[src/rtl/alu_ctrl_pkg.sv]
// Shared constants for the ALU control sequencer: operation codes, aluOp/funct/opcode
// encodings, FSM states and the latency-counter width helper.
package alu_ctrl_pkg;

  localparam logic [31:0] OP_SLL     = 32'd0;
  localparam logic [31:0] OP_SRL     = 32'd1;
  localparam logic [31:0] OP_SRA     = 32'd2;
  localparam logic [31:0] OP_ADD     = 32'd3;
  localparam logic [31:0] OP_SUB     = 32'd4;
  localparam logic [31:0] OP_AND     = 32'd5;
  localparam logic [31:0] OP_OR      = 32'd6;
  localparam logic [31:0] OP_XOR     = 32'd7;
  localparam logic [31:0] OP_NOR     = 32'd8;
  localparam logic [31:0] OP_SLT     = 32'd9;
  localparam logic [31:0] OP_MULT    = 32'd10;
  localparam logic [31:0] OP_DIV     = 32'd11;
  localparam logic [31:0] OP_SLTU    = 32'd12;
  localparam logic [31:0] OP_LUI     = 32'd13;
  localparam logic [31:0] OP_INVALID = 32'hFFFF_FFFF;

  localparam logic [1:0] ALUOP_MEM    = 2'b00;
  localparam logic [1:0] ALUOP_BRANCH = 2'b01;
  localparam logic [1:0] ALUOP_RTYPE  = 2'b10;
  localparam logic [1:0] ALUOP_IMM    = 2'b11;

  localparam logic [5:0] FN_SLL   = 6'b000000;
  localparam logic [5:0] FN_SLLV  = 6'b000100;
  localparam logic [5:0] FN_SRL   = 6'b000010;
  localparam logic [5:0] FN_SRLV  = 6'b000110;
  localparam logic [5:0] FN_SRA   = 6'b000011;
  localparam logic [5:0] FN_SRAV  = 6'b000111;
  localparam logic [5:0] FN_MULT  = 6'b011000;
  localparam logic [5:0] FN_MULTU = 6'b011001;
  localparam logic [5:0] FN_DIV   = 6'b011010;
  localparam logic [5:0] FN_DIVU  = 6'b011011;
  localparam logic [5:0] FN_ADD   = 6'b100000;
  localparam logic [5:0] FN_ADDU  = 6'b100001;
  localparam logic [5:0] FN_SUB   = 6'b100010;
  localparam logic [5:0] FN_SUBU  = 6'b100011;
  localparam logic [5:0] FN_AND   = 6'b100100;
  localparam logic [5:0] FN_OR    = 6'b100101;
  localparam logic [5:0] FN_XOR   = 6'b100110;
  localparam logic [5:0] FN_NOR   = 6'b100111;
  localparam logic [5:0] FN_SLT   = 6'b101010;
  localparam logic [5:0] FN_SLTU  = 6'b101011;

  localparam logic [5:0] OPC_ADDI  = 6'b001000;
  localparam logic [5:0] OPC_ADDIU = 6'b001001;
  localparam logic [5:0] OPC_SLTI  = 6'b001010;
  localparam logic [5:0] OPC_SLTIU = 6'b001011;
  localparam logic [5:0] OPC_ANDI  = 6'b001100;
  localparam logic [5:0] OPC_ORI   = 6'b001101;
  localparam logic [5:0] OPC_XORI  = 6'b001110;
  localparam logic [5:0] OPC_LUI   = 6'b001111;

  typedef enum logic [1:0] {
    ST_IDLE  = 2'd0,
    ST_BUSY  = 2'd1,
    ST_VALID = 2'd2
  } state_t;

  // Counter must hold the longest latency, so size it from the larger of the two.
  function automatic int cntWidth(int multCycles, int divCycles);
    int longest;
    longest = (multCycles > divCycles) ? multCycles : divCycles;
    return $clog2(longest) + 1;
  endfunction

endpackage

[src/rtl/alu_ctrl_decode.sv]
// Combinational decode of (aluOp, funct, opcode) into operation code, illegal flag and latency.
// DIV/DIVU decode only when ALU_CTRL_DIV_EN is defined; otherwise they are illegal.
module alu_ctrl_decode
  import alu_ctrl_pkg::*;
#(
  parameter int OP_W        = 4,
  parameter int MULT_CYCLES = 4,
  parameter int DIV_CYCLES  = 32,
  localparam int CNT_W      = cntWidth(MULT_CYCLES, DIV_CYCLES)
) (
  input  logic [1:0]       i_aluOp,
  input  logic [5:0]       i_functCode,
  input  logic [5:0]       i_opCode,
  output logic [OP_W-1:0]  o_code,
  output logic             o_illegal,
  output logic             o_multiCycle,
  output logic [CNT_W-1:0] o_cycles
);

  logic [31:0]      w_op;
  logic [CNT_W-1:0] w_cycles;

  always_comb begin
    w_op     = OP_INVALID;
    w_cycles = CNT_W'(1);
    case (i_aluOp)
      ALUOP_MEM:    w_op = OP_ADD;
      ALUOP_BRANCH: w_op = OP_SUB;
      ALUOP_RTYPE: begin
        case (i_functCode)
          FN_SLL, FN_SLLV:  w_op = OP_SLL;
          FN_SRL, FN_SRLV:  w_op = OP_SRL;
          FN_SRA, FN_SRAV:  w_op = OP_SRA;
          FN_ADD, FN_ADDU:  w_op = OP_ADD;
          FN_SUB, FN_SUBU:  w_op = OP_SUB;
          FN_AND:           w_op = OP_AND;
          FN_OR:            w_op = OP_OR;
          FN_XOR:           w_op = OP_XOR;
          FN_NOR:           w_op = OP_NOR;
          FN_SLT:           w_op = OP_SLT;
          FN_SLTU:          w_op = OP_SLTU;
          FN_MULT, FN_MULTU: begin
            w_op     = OP_MULT;
            w_cycles = CNT_W'(MULT_CYCLES);
          end
`ifdef ALU_CTRL_DIV_EN
          FN_DIV, FN_DIVU: begin
            w_op     = OP_DIV;
            w_cycles = CNT_W'(DIV_CYCLES);
          end
`else
          FN_DIV, FN_DIVU:  w_op = OP_INVALID;
`endif
          default:          w_op = OP_INVALID;
        endcase
      end
      ALUOP_IMM: begin
        case (i_opCode)
          OPC_ADDI, OPC_ADDIU: w_op = OP_ADD;
          OPC_ANDI:            w_op = OP_AND;
          OPC_ORI:             w_op = OP_OR;
          OPC_XORI:            w_op = OP_XOR;
          OPC_SLTI:            w_op = OP_SLT;
          OPC_SLTIU:           w_op = OP_SLTU;
          OPC_LUI:             w_op = OP_LUI;
          default:             w_op = OP_INVALID;
        endcase
      end
      default: w_op = OP_INVALID;
    endcase
  end

  // Illegal codes stay at latency 1, so only a legal multi-cycle op can start BUSY.
  assign o_illegal    = (w_op == OP_INVALID);
  assign o_code       = o_illegal ? '1 : OP_W'(w_op);
  assign o_cycles     = w_cycles;
  assign o_multiCycle = (w_cycles > CNT_W'(1));

endmodule

[src/rtl/alu_ctrl_sequencer.sv]
// Registered, valid/ready-handshaked ALU control with multi-cycle MULT (and DIV when
// ALU_CTRL_DIV_EN is defined), upstream stall via busy, and a pipeline flush.
module alu_ctrl_sequencer
  import alu_ctrl_pkg::*;
#(
  parameter int OP_W        = 4,
  parameter int MULT_CYCLES = 4,
  parameter int DIV_CYCLES  = 32
) (
  input  logic            clk,
  input  logic            reset,
  input  logic            inValid,
  output logic            inReady,
  input  logic [1:0]      aluOp,
  input  logic [5:0]      functCode,
  input  logic [5:0]      opCode,
  input  logic            flush,
  output logic            outValid,
  input  logic            outReady,
  output logic [OP_W-1:0] aluOperation,
  output logic            busy,
  output logic            illegal
);

  localparam int CNT_W = cntWidth(MULT_CYCLES, DIV_CYCLES);

  state_t           r_state;
  logic [CNT_W-1:0] r_cnt;
  logic [OP_W-1:0]  r_op;
  logic             r_illegal;
  logic             r_outValid;
  logic             r_busy;

  logic [OP_W-1:0]  w_code;
  logic             w_illegal;
  logic             w_multiCycle;
  logic [CNT_W-1:0] w_cycles;
  logic             w_accept;

  alu_ctrl_decode #(
    .OP_W        (OP_W),
    .MULT_CYCLES (MULT_CYCLES),
    .DIV_CYCLES  (DIV_CYCLES)
  ) u_decode (
    .i_aluOp      (aluOp),
    .i_functCode  (functCode),
    .i_opCode     (opCode),
    .o_code       (w_code),
    .o_illegal    (w_illegal),
    .o_multiCycle (w_multiCycle),
    .o_cycles     (w_cycles)
  );

  // VALID accepts back-to-back only when the held result is consumed this cycle.
  assign inReady  = !flush && ((r_state == ST_IDLE) || ((r_state == ST_VALID) && outReady));
  assign w_accept = inValid && inReady;

  always_ff @(posedge clk) begin
    if (reset) begin
      r_state    <= ST_IDLE;
      r_cnt      <= '0;
      r_op       <= '1;
      r_illegal  <= 1'b0;
      r_outValid <= 1'b0;
      r_busy     <= 1'b0;
    end else if (flush) begin
      r_state    <= ST_IDLE;
      r_cnt      <= '0;
      r_outValid <= 1'b0;
      r_busy     <= 1'b0;
    end else if (w_accept) begin
      r_op      <= w_code;
      r_illegal <= w_illegal;
      if (w_multiCycle) begin
        r_state    <= ST_BUSY;
        r_cnt      <= w_cycles - CNT_W'(1);
        r_outValid <= 1'b0;
        r_busy     <= 1'b1;
      end else begin
        r_state    <= ST_VALID;
        r_cnt      <= '0;
        r_outValid <= 1'b1;
        r_busy     <= 1'b0;
      end
    end else begin
      case (r_state)
        ST_BUSY: begin
          r_cnt <= r_cnt - CNT_W'(1);
          if (r_cnt == CNT_W'(1)) begin
            r_state    <= ST_VALID;
            r_outValid <= 1'b1;
            r_busy     <= 1'b0;
          end
        end
        ST_VALID: begin
          if (outReady) begin
            r_state    <= ST_IDLE;
            r_outValid <= 1'b0;
          end
        end
        default: begin
          r_state    <= ST_IDLE;
          r_outValid <= 1'b0;
          r_busy     <= 1'b0;
        end
      endcase
    end
  end

  assign aluOperation = r_op;
  assign illegal      = r_illegal;
  assign outValid     = r_outValid;
  assign busy         = r_busy;

endmodule

[config.mk]
export PLATFORM = sky130hd
export DESIGN_NAME = alu_ctrl_sequencer
export DESIGN_NICKNAME = d
export VERILOG_FILES = /design/src/rtl/alu_ctrl_pkg.sv /design/src/rtl/alu_ctrl_decode.sv /design/src/rtl/alu_ctrl_sequencer.sv
export SDC_FILE = /design/constraint.sdc
export NUM_CORES = 1
export LEC_CHECK = 0
export BUFFER_PORTS_ARGS = -buffer_cell sky130_fd_sc_hd__buf_2
export CORE_MARGIN = 5
export CORE_UTILIZATION = 25
export CTS_CLUSTER_DIAMETER = 30
export DETAILED_ROUTE_END_ITERATION = 10
export MAX_ROUTING_LAYER = met4
export SLEW_MARGIN = 40
export SYNTH_ARGS = -nofsm -noshare
export SYNTH_HDL_FRONTEND = slang
export SYNTH_SLANG_ARGS = --single-unit
[constraint.sdc]
create_clock -name clk -period 1.94 [get_ports clk]
set_input_delay 0.194 -clock clk [delete_from_list [all_inputs] [get_ports clk]]
set_output_delay 0.194 -clock clk [all_outputs]
set_load 0.02 [all_outputs]
==> summary.txt, run 1 <==
STA
  • FMAX: approximately 700 MHz
  • Hold Vio Cnt, Final: 0
  • Slew @ Worst Pin: around 430 ps
  • Period utilization: 74.1%
  • Relative slew slack: between 70 and 80%
  • RSZ-0062 raised after global routing: no
  • Min Tclk post-route: 1440 ps
  • Final setup fails: 0
  • Setup TNS: 0 ps
  • Clk_skew: around 1.1 ps
  • Slew Viols, Final: 0

Final layout
  • Layout cells sized above 1: a little under a quarter
  • Utilization after layout: approximately 31%
  • Fin cells: about 200
  • Fillers: around 440
  • Synthesis-to-finish area growth: 21.5%
  • Cell area after layout: about 1200 sq um
  • Combined area of the multi-input logic cells: around 700 sq um
  • Ant diodes: 0
  • Final Net Count: ~180
  • Reg area: between 200 and 300 sq um

Placement
  • Placed inst area: approximately 1200 sq um
  • Gpl congestion: about 0.77
  • Dpl cells: 199
  • HPWL after DPL: just under 2000 um
  • Input/output buffers: 26

Hold path
  • Hold path startpoint: flush
  • Hold Crit Depth: 4
  • Worst Hold Class: in -> reg
  • Worst Hold End: r_cnt[1]

Critical path
  • Slack of the worst reg-to-reg path: about 500 ps
  • Worst Path Max Fanout: 6
  • CP Data Required Time: approximately 2100 ps
  • Beginning of the worst register-to-register path: r_state[0]
  • WP buf/inv: 0
  • CP peak stage delay: between 500 and 600 ps
  • Critical path type: reg -> reg
  • CP cell instances: nor2_1 -> nand3_1 -> or4b_1 -> nand3_1
  • CP Capture Type: register
  • Family with the most delay on the worst path: simple AND/OR/NAND/NOR gates
  • Worst r2r dst: aluOperation[2]
  • Arrival time worst endpoint: about 1600 ps
  • Reg2Reg Depth: 4
  • Setup crit start kind: register
  • CP max-delay cell: or4b_1
  • Most used cell, CP: nand3_1

Clock tree
  • Worst skew pair latency: around 240 ps
  • Clk sink count: 14
  • Reg clk slew, reported paths: around 60 ps
  • CTS tree: built
  • Clk root buf: clkbuf_8
  • # H-tree levels: 1
  • # hold bufs at CTS: 0
  • Max clock buf depth: 2
  • Setup bufs post-CTS: 0
  • CTS resizes: 0
  • Num CTS Buffers: 3

Power and ir drop
  • Switching Fraction: about a quarter
  • Int Power: approximately 0.53 mW
  • Combinational share of power: ~19%
  • Overall Power: roughly 0.7 mW
  • Peak VDD IR: 0.204 mV
  • Sw power: about 0.19 mW
  • Leak pwr: about 0.5 nW
  • PwrDens: between 500 and 600 nW/um^2
  • Sequential share of power: a little over two fifths
  • Clk pwr share: 39.5%

Logic synthesis
  • Synth area leader: dfxtp_1
  • Synth top cells by count: dfxtp_1, nand2_1, a21oi_1, nor2_1, nand3_1
  • Mapped Nets: around 150
  • EDFF count, synth: 0
  • Post-Synthesis Cells: 128
  • Most frequent cell after synthesis: dfxtp_1
  • Ys flop type: dfxtp_1
  • FFs w/ async S/R, synth: 0%
  • Synth unique cells: 51
  • Top-area cell type share of the netlist area: a little over a quarter
  • Mapped Area: a little over 1000 sq um
  • Synth Warn #: 0
  • Syn_area_per_cell: ~8 sq um
  • Top cells by area, synth: dfxtp_1, ha_1, nand2_1
  • Register area share after synthesis: approximately 27%
  • Yosys reg bits: 14

Routing
  • Post-route ant nets: 0
  • Vias: between 1000 and 1500
  • Via density: about 5.0
  • Post-Route WL: between 2000 and 2500 um
  • Routed len/inst: 12.3 um
  • DRC viols: 0
  • Initial DRT Pass Iterations: 4
  • Starting DRT DRC Count: 61

Die
  • Io pins: 27
  • Die Span Y: ~74 um
  • Starting Density: approximately 26%
  • Rows: 23
  • Die Area: around 5500 sq um
  • Core area: about 4000 sq um
  • Die W: approximately 74 um

Global route
  • Largest net degree at the start of global routing: 12
  • GRT Overall Usage: 9.68%
  • First-pass GRT wire length: approximately 4000 um
  • Initial antenna violation count: 0
  • Gr ovfl total: 0
  • Vias in the first global route: 922

Outcome
  • Outcome: completed

Flow run
  • Maxcap violations: 0
## flip-flops by register name (all words and copies together) (netlist names)
register and flops:
busy 1, r_cnt 6, illegal 1, aluOperation 4, r_state 2
## power by group through the flow
stage | logic, mW | clock network, mW | registers, mW
6_report | 0.133 | 0.283 | 0.301
5_1_grt | 0.148 | 0.302 | 0.302
4_1_cts | 0.133 | 0.288 | 0.301
3_5_place_dp | 0.133 | 0 | 0.307
3_3_place_gp | 0.133 | 0 | 0.307
2_1_floorplan | 0.0762 | 0 | 0.315
## cell type report
class	instances	area share (%)
Multi-Input combinational cell	103	55.7
Sequential cell	14	22.4
Timing Repair Buffer	27	11.0
Tap cell	50	5.01
Clock buffer	4	4.40
Inverter	5	1.50
## how the worst max path moves through the flow
stage          cells past startpoint              end        from  slack (ps)
2_1_floorplan                      4         r_cnt[4]  r_state[1]         600
3_3_place_gp                       4  aluOperation[2]  r_state[0]         520
3_5_place_dp                       4  aluOperation[2]  r_state[0]         510
4_1_cts                            4  aluOperation[2]  r_state[0]         500
5_1_grt                            4         r_cnt[4]  r_state[0]         430
6_report                           4  aluOperation[2]  r_state[0]         500
## stage by stage
step / setup WS (ps) / hold slack (ps)
after floorplan: 598 / 372
after CTS: 497 / 248
after global routing: 434 / 268
final: 502 / 254
after global placement: 520 / 468
after detailed placement: 507 / 459
## tightest hold or removal path: stages
cell	delay, ps
buf_2	90
nor2_1	60
o31ai_1	60
a21oi_1	40
## layer usage
layer	vias up	share of wire (%)	track usage, %
met2	29	42	13.8
li1	527	-	-
met4	0	1.1	4.23
met3	4	5.4	2.03
met5	-	0	-
met1	455	52	13.1
## kinds of logic after synthesis
group,Yosys count,share of synthesized area (%)
muxes,2,1.95
AOI/OAI and AO/OA,33,23.5
DFF,14,27.3
adders and majority gates,5,6.08
and+or+nand+nor,60,33.6
buffers and inverters,11,5.11
xor gates and xnor gates,3,2.56
## placed cells by master, fill, tap and decap left out, types with 2 or more instances in the layout
master | netlist | routed
buf_2 | 3 | 26
dfxtp_1 | 14 | 14
nand2_1 | 13 | 13
nor2_1 | 8 | 8
a21oi_1 | 8 | 8
nand3_1 | 7 | 7
inv_1 | 5 | 5
ha_1 | 5 | 5
and3_1 | 4 | 4
o31ai_1 | 4 | 4
clkbuf_8 | 0 | 4
nand2b_1 | 3 | 3
nor2b_1 | 3 | 3
a31oi_1 | 3 | 3
nor4_1 | 2 | 2
xnor2_1 | 2 | 2
nor3_1 | 2 | 2
and3b_1 | 2 | 2
o21ai_0 | 2 | 2
nand3b_1 | 2 | 2
nand4b_1 | 2 | 2
a2111oi_0 | 2 | 2
mux2i_1 | 2 | 2
o221ai_1 | 2 | 2
No activity file was read; power rests on OpenSTA's default activity.
==> run 2, diff against run 1 <==
- clock period: 1.94 -> 1.47 ns (I/O delays scaled with it)
==> run 2 against run 1 <==
Net effect:
- core utilization rose by 0.94 points
- non-clock buffer count grew 4
- sequential power rose by 32%
- sequential cell count unchanged
- worst setup slack got worse by 370 ps
- largest power group unchanged
- power is 33% higher
- first-iteration DRC count rose by 20%
- final cell count up 2.0%
- hold slack got worse by 19 ps
- clock skew barely moved
- maximum frequency rose by 7.3%
==> summary.txt, run 2 (synthesized netlist as in run 1, its figures left out) <==
Global route
  • Met2 Use GR: 13.4%
  • Initial antenna violation count: 0
  • GRT Overall Usage: 9.51%
  • Vias in the first global route: 919
  • Met3 Use GR: less than 1%
  • Largest net degree at the start of global routing: 12
  • Most Used Layer, Global Route: met1
  • First-pass GRT wire length: approximately 4100 um
  • Gr ovfl total: 0
  • M1 GR Usage: between 10% and 20%

Clock tree
  • Clk sink count: 14
  • Reg clk slew, reported paths: 60 ps
  • Max clock buf depth: 2
  • CTS tree: built
  • Setup bufs post-CTS: 0
  • # hold bufs at CTS: 0
  • # H-tree levels: 1
  • Num CTS Buffers: 3
  • CTS resizes: 0
  • Clk root buf: clkbuf_8
  • Worst skew pair latency: 240 ps

Outcome
  • Outcome: completed

Placement
  • HPWL after DPL: 1990 um
  • Placed inst area: around 1200 sq um
  • Input/output buffers: 26
  • Gpl congestion: 0.866

Die
  • Rows: 23
  • Core area: between 4000 and 5000 sq um
  • Die W: approximately 74 um
  • Io pins: 27
  • Die Area: between 5000 and 6000 sq um
  • Die Span Y: 74.1 um
  • Starting Density: about a quarter

STA
  • Setup TNS: 0 ps
  • Clk_skew: about 1.0 ps
  • Slew @ Worst Pin: a little under 500 ps
  • Final setup fails: 0
  • FMAX: roughly 750 MHz
  • Slew Viols, Final: 0
  • Period utilization: 91.1%
  • Min Tclk post-route: between 1000 and 1500 ps
  • RSZ-0062 raised after global routing: no
  • Relative slew slack: about two thirds
  • Hold Vio Cnt, Final: 0

Critical path
  • CP max-delay cell: dfxtp_1
  • WP depth: 4
  • CP Data Required Time: 1610 ps
  • Arrival time worst endpoint: 1480 ps
  • CP peak stage delay: between 300 and 400 ps
  • Family with the most delay on the worst path: simple AND/OR/NAND/NOR gates
  • WP buf/inv: 0
  • Critical path type: reg -> reg
  • Setup crit start kind: register
  • Most used cell, CP: and3_1
  • Reg2Reg Depth: 4
  • Worst Path Max Fanout: 6
  • CP cell instances: nand2b_1 -> and3_1 -> nand3_1 -> and3_1
  • CP Capture Type: register

Routing
  • DRC viols: 0
  • Post-route ant nets: 0
  • Starting DRT DRC Count: 73
  • Via density: 4.97
  • Post-Route WL: 2540 um
  • Initial DRT Pass Iterations: 4
  • Vias: ~1000
  • Routed len/inst: approximately 12 um

Power and ir drop
  • Overall Power: 0.955 mW
  • Leak pwr: 0.523 nW
  • PwrDens: between 700 and 800 nW/um^2
  • Peak VDD IR: roughly 0.27 mV

Hold path
  • Worst Hold Class: in -> reg
  • Hold Crit Depth: 3

Final layout
  • Cell area after layout: between 1000 and 1500 sq um
  • Commonest non-fill, non-tap cell in the layout: buf_2
  • Fillers: approximately 430
  • Layout cells sized above 1: between 20 and 30%
  • Top reg by flops: r_cnt
  • Largest register FFs: 6
  • Ant diodes: 0
  • Synthesis-to-finish area growth: 25.2%
  • Most frequent cells in the layout: buf_2, dfxtp_1, nand2_1
  • Final Net Count: around 180

Flow run
  • Maxcap violations: 0
==> run 2: cell count changes in the layout (fill, tap and decap cells not counted) <==
cell,change
buf_4,+4
nand3_1,-1
nand3_2,+1
nor2_1,-1
nor2_2,+1
==> run 2: worst reg2reg max path, stage by stage (launching register included) <==
cell and delay (ps):
dfxtp_1 340, nand2b_1 180, and3_1 280, nand3_1 200
and3_1 230
==> run 2: area by class of cell <==
class | instances | area (sq um) | share of cell area (%)
multi-input cells | 103 | 703 | 54.6
well taps | 50 | 62.6 | 4.86
inverters | 5 | 18.8 | 1.46
repair buffers | 31 | 168 | 13.0
clock buffers | 4 | 55.1 | 4.28
flip-flops and latches | 14 | 280 | 21.8
==> run 2: through the flow <==
| stage | hold slack (ps) | cells | utilization [%] | setup WS [ps] |
|---|---|---|---|---|
| global route | 244 | 207 | 32.2 | 11.5 |
| floorplan | 325 | 128 | - | 128 |
| detailed placement | 464 | 203 | 30.6 | 90.3 |
| finish | 236 | 207 | 32.2 | 130 |
| CTS | 221 | 207 | 32.0 | 90.6 |
| global placement | 462 | 203 | 30.6 | 130 |
==> run 2: final timing paths <==
path / start / end / slack, ps
setup / recovery: r_state[1] / r_state[1] / 130
hold / removal: flush / busy / 240
setup reg to reg: r_state[1] / r_state[1] / 130
hold reg to reg: aluOperation[0] / aluOperation[0] / 480
==> run 2: report_power, final <==
part           total (mW)  switching (mW)  internal [mW]
Clock               0.377           0.140          0.237
Combinational       0.181           0.106         0.0758
Sequential          0.397         0.00688          0.390
==> run 2: per-layer routing <==
layer | vias up | share of wire, %
met5 | - | 0
met4 | 0 | 0
met3 | 0 | 6.3
met2 | 33 | 42
met1 | 461 | 51
li1 | 534 | -
==> run 3, diff against run 2 <==
- PLACE_DENSITY: unset -> 0.51
==> run 3 against run 2 <==
Net effect:
- largest cell class unchanged
- sequential cell count unchanged
- maximum frequency down 2.6%
- sequential share of layout area up 0.75 points
- via count up 3.1%
- global-route usage up 1.2 points
- critical endpoint unchanged
- worst setup slack worse by 35 ps
==> summary.txt, run 3 (synthesized netlist as in run 1, its figures left out) <==
Clock tree
  • Setup bufs post-CTS: 0
  • Max clock buf depth: 2
  • CTS tree: built
  • Worst skew pair latency: 240 ps
  • Num CTS Buffers: 3
  • Clk sink count: 14
  • Clk root buf: clkbuf_8
  • # H-tree levels: 1
  • Reg clk slew, reported paths: about 50 ps

Die
  • Core area: about 4000 sq um
  • Die Span Y: 74.1 um
  • Die Area: roughly 5500 sq um
  • Starting Density: around a quarter
  • Die W: between 70 and 80 um
  • Rows: 23
  • Io pins: 27

Routing
  • Via density: between 5 and 6
  • Initial DRT Pass Iterations: 4
  • Post-route ant nets: 0
  • DRC viols: 0
  • Starting DRT DRC Count: 76
  • Wire length on met1: around 1300 um
  • Top layer reached by signal wires: met4
  • Post-Route WL: ~2700 um
  • Vias: ~1100
  • Met2 Wirelength: 1270 um
  • Routed len/inst: around 14 um
  • Met3 wire length: 143 um

Final layout
  • Cell area after layout: approximately 1200 sq um
  • Utilization after layout: 31.2%
  • Layout cells sized above 1: 25.5%
  • Commonest non-fill, non-tap cell in the layout: buf_2
  • Largest register FFs: 6
  • Most frequent cells in the layout: buf_2, nand2_1, dfxtp_1
  • Ant diodes: 0
  • Top reg by flops: r_cnt
  • Synthesis-to-finish area growth: 21.5%
  • Final Net Count: roughly 180

Power and ir drop
  • Leak pwr: 0.500 nW
  • Sequential share of power: approximately 45%
  • Switching Fraction: between 20% and 30%
  • Sw power: 0.237 mW
  • Int Power: between 0.6 and 0.7 mW
  • Combinational share of power: between 20% and 30%
  • PwrDens: around 700 nW/um^2
  • Peak VDD IR: between 0.2 and 0.25 mV
  • Clk pwr share: roughly 35%

Critical path
  • Arrival time worst endpoint: between 1500 and 2000 ps
  • Reg2Reg Depth: 4
  • Critical path type: reg -> reg
  • CP Data Required Time: 1600 ps
  • Setup crit start kind: register
  • CP peak stage delay: roughly 340 ps
  • CP cell instances: nor2_1 -> and3_1 -> nand3_1 -> and3_1
  • Most used cell, CP: and3_1
  • CP Capture Type: register
  • Worst Path Max Fanout: 6
  • CP max-delay cell: dfxtp_2

STA
  • Final setup fails: 0
  • Setup TNS: 0 ps
  • Min Tclk post-route: ~1400 ps
  • Hold Vio Cnt, Final: 0
  • FMAX: approximately 730 MHz
  • Clk_skew: approximately 2.9 ps
  • Relative slew slack: 66.7%
  • Setup ws final: ~95 ps
  • Worst hold slack: ~240 ps
  • RSZ-0062 raised after global routing: no
  • Period utilization: slightly above 90%
  • Slew Viols, Final: 0
  • Slew @ Worst Pin: 487 ps

Placement
  • Pre-CTS setup slack: between 70 and 80 ps
  • Placed inst area: around 1200 sq um
  • Gpl congestion: 0.786
  • HPWL after DPL: around 2200 um
  • Input/output buffers: 26

Global route
  • Largest net degree at the start of global routing: 12
  • Gr ovfl total: 0
  • Vias in the first global route: 1019
  • GRT Overall Usage: between 10% and 20%
  • First-pass GRT wire length: about 4500 um
  • Initial antenna violation count: 0

Hold path
  • Hold Crit Depth: 3
  • Worst Hold Class: in -> reg

Flow run
  • Maxcap violations: 0

Outcome
  • Outcome: completed
run 3: stage by stage:
stage | cells | power (mW)
floorplan | 128 | 0.516
global placement | 200 | 0.581
detailed placement | 200 | 0.585
CTS | 203 | 0.896
global route | 203 | 0.937
finish | 203 | 0.882
run 3: path summary, 6_finish.rpt:
kind | startpoint | slack [ps] | to
setup reg to reg | r_state[0] | 90 | r_state[1]
hold reg to reg | illegal | 490 | illegal
hold / removal | flush | 240 | r_state[0]
setup / recovery | r_state[0] | 90 | r_state[1]
run 3: final cells by class:
type                    instances  area, sq um
well taps                      50         62.6
clock buffers                   3         41.3
flip-flops and latches         14          282
repair buffers                 28          145
multi-input cells             103          701
fillers                       443         2750
inverters                       5         18.8
run 3: critical path: cells and delay by family, from the launching register on:
family | cells | cell delay (ps)
simple gates | 4 | 930
flops | 1 | 340
run 3: repair_timing:
| action | in CTS | in global routing |
|---|---|---|
| hold buffers | 0 | 0 |
| endpoints found under the setup margin | 0 | 1 |
| gates resized for setup | 0 | 3 |
run 3: per-layer routing:
layer | up-vias | track usage, %
met1 | 493 | 13.2
met4 | 0 | 4.83
met5 | - | -
met2 | 31 | 15.8
met3 | 6 | 3.24
li1 | 530 | -
run 3: power by group through the flow:
stage	logic [mW]	clock network, mW	registers (mW)
2_1_floorplan	0.101	0	0.415
3_3_place_gp	0.176	0	0.405
3_5_place_dp	0.180	0	0.406
4_1_cts	0.180	0.318	0.398
5_1_grt	0.200	0.339	0.399
6_report	0.180	0.304	0.398
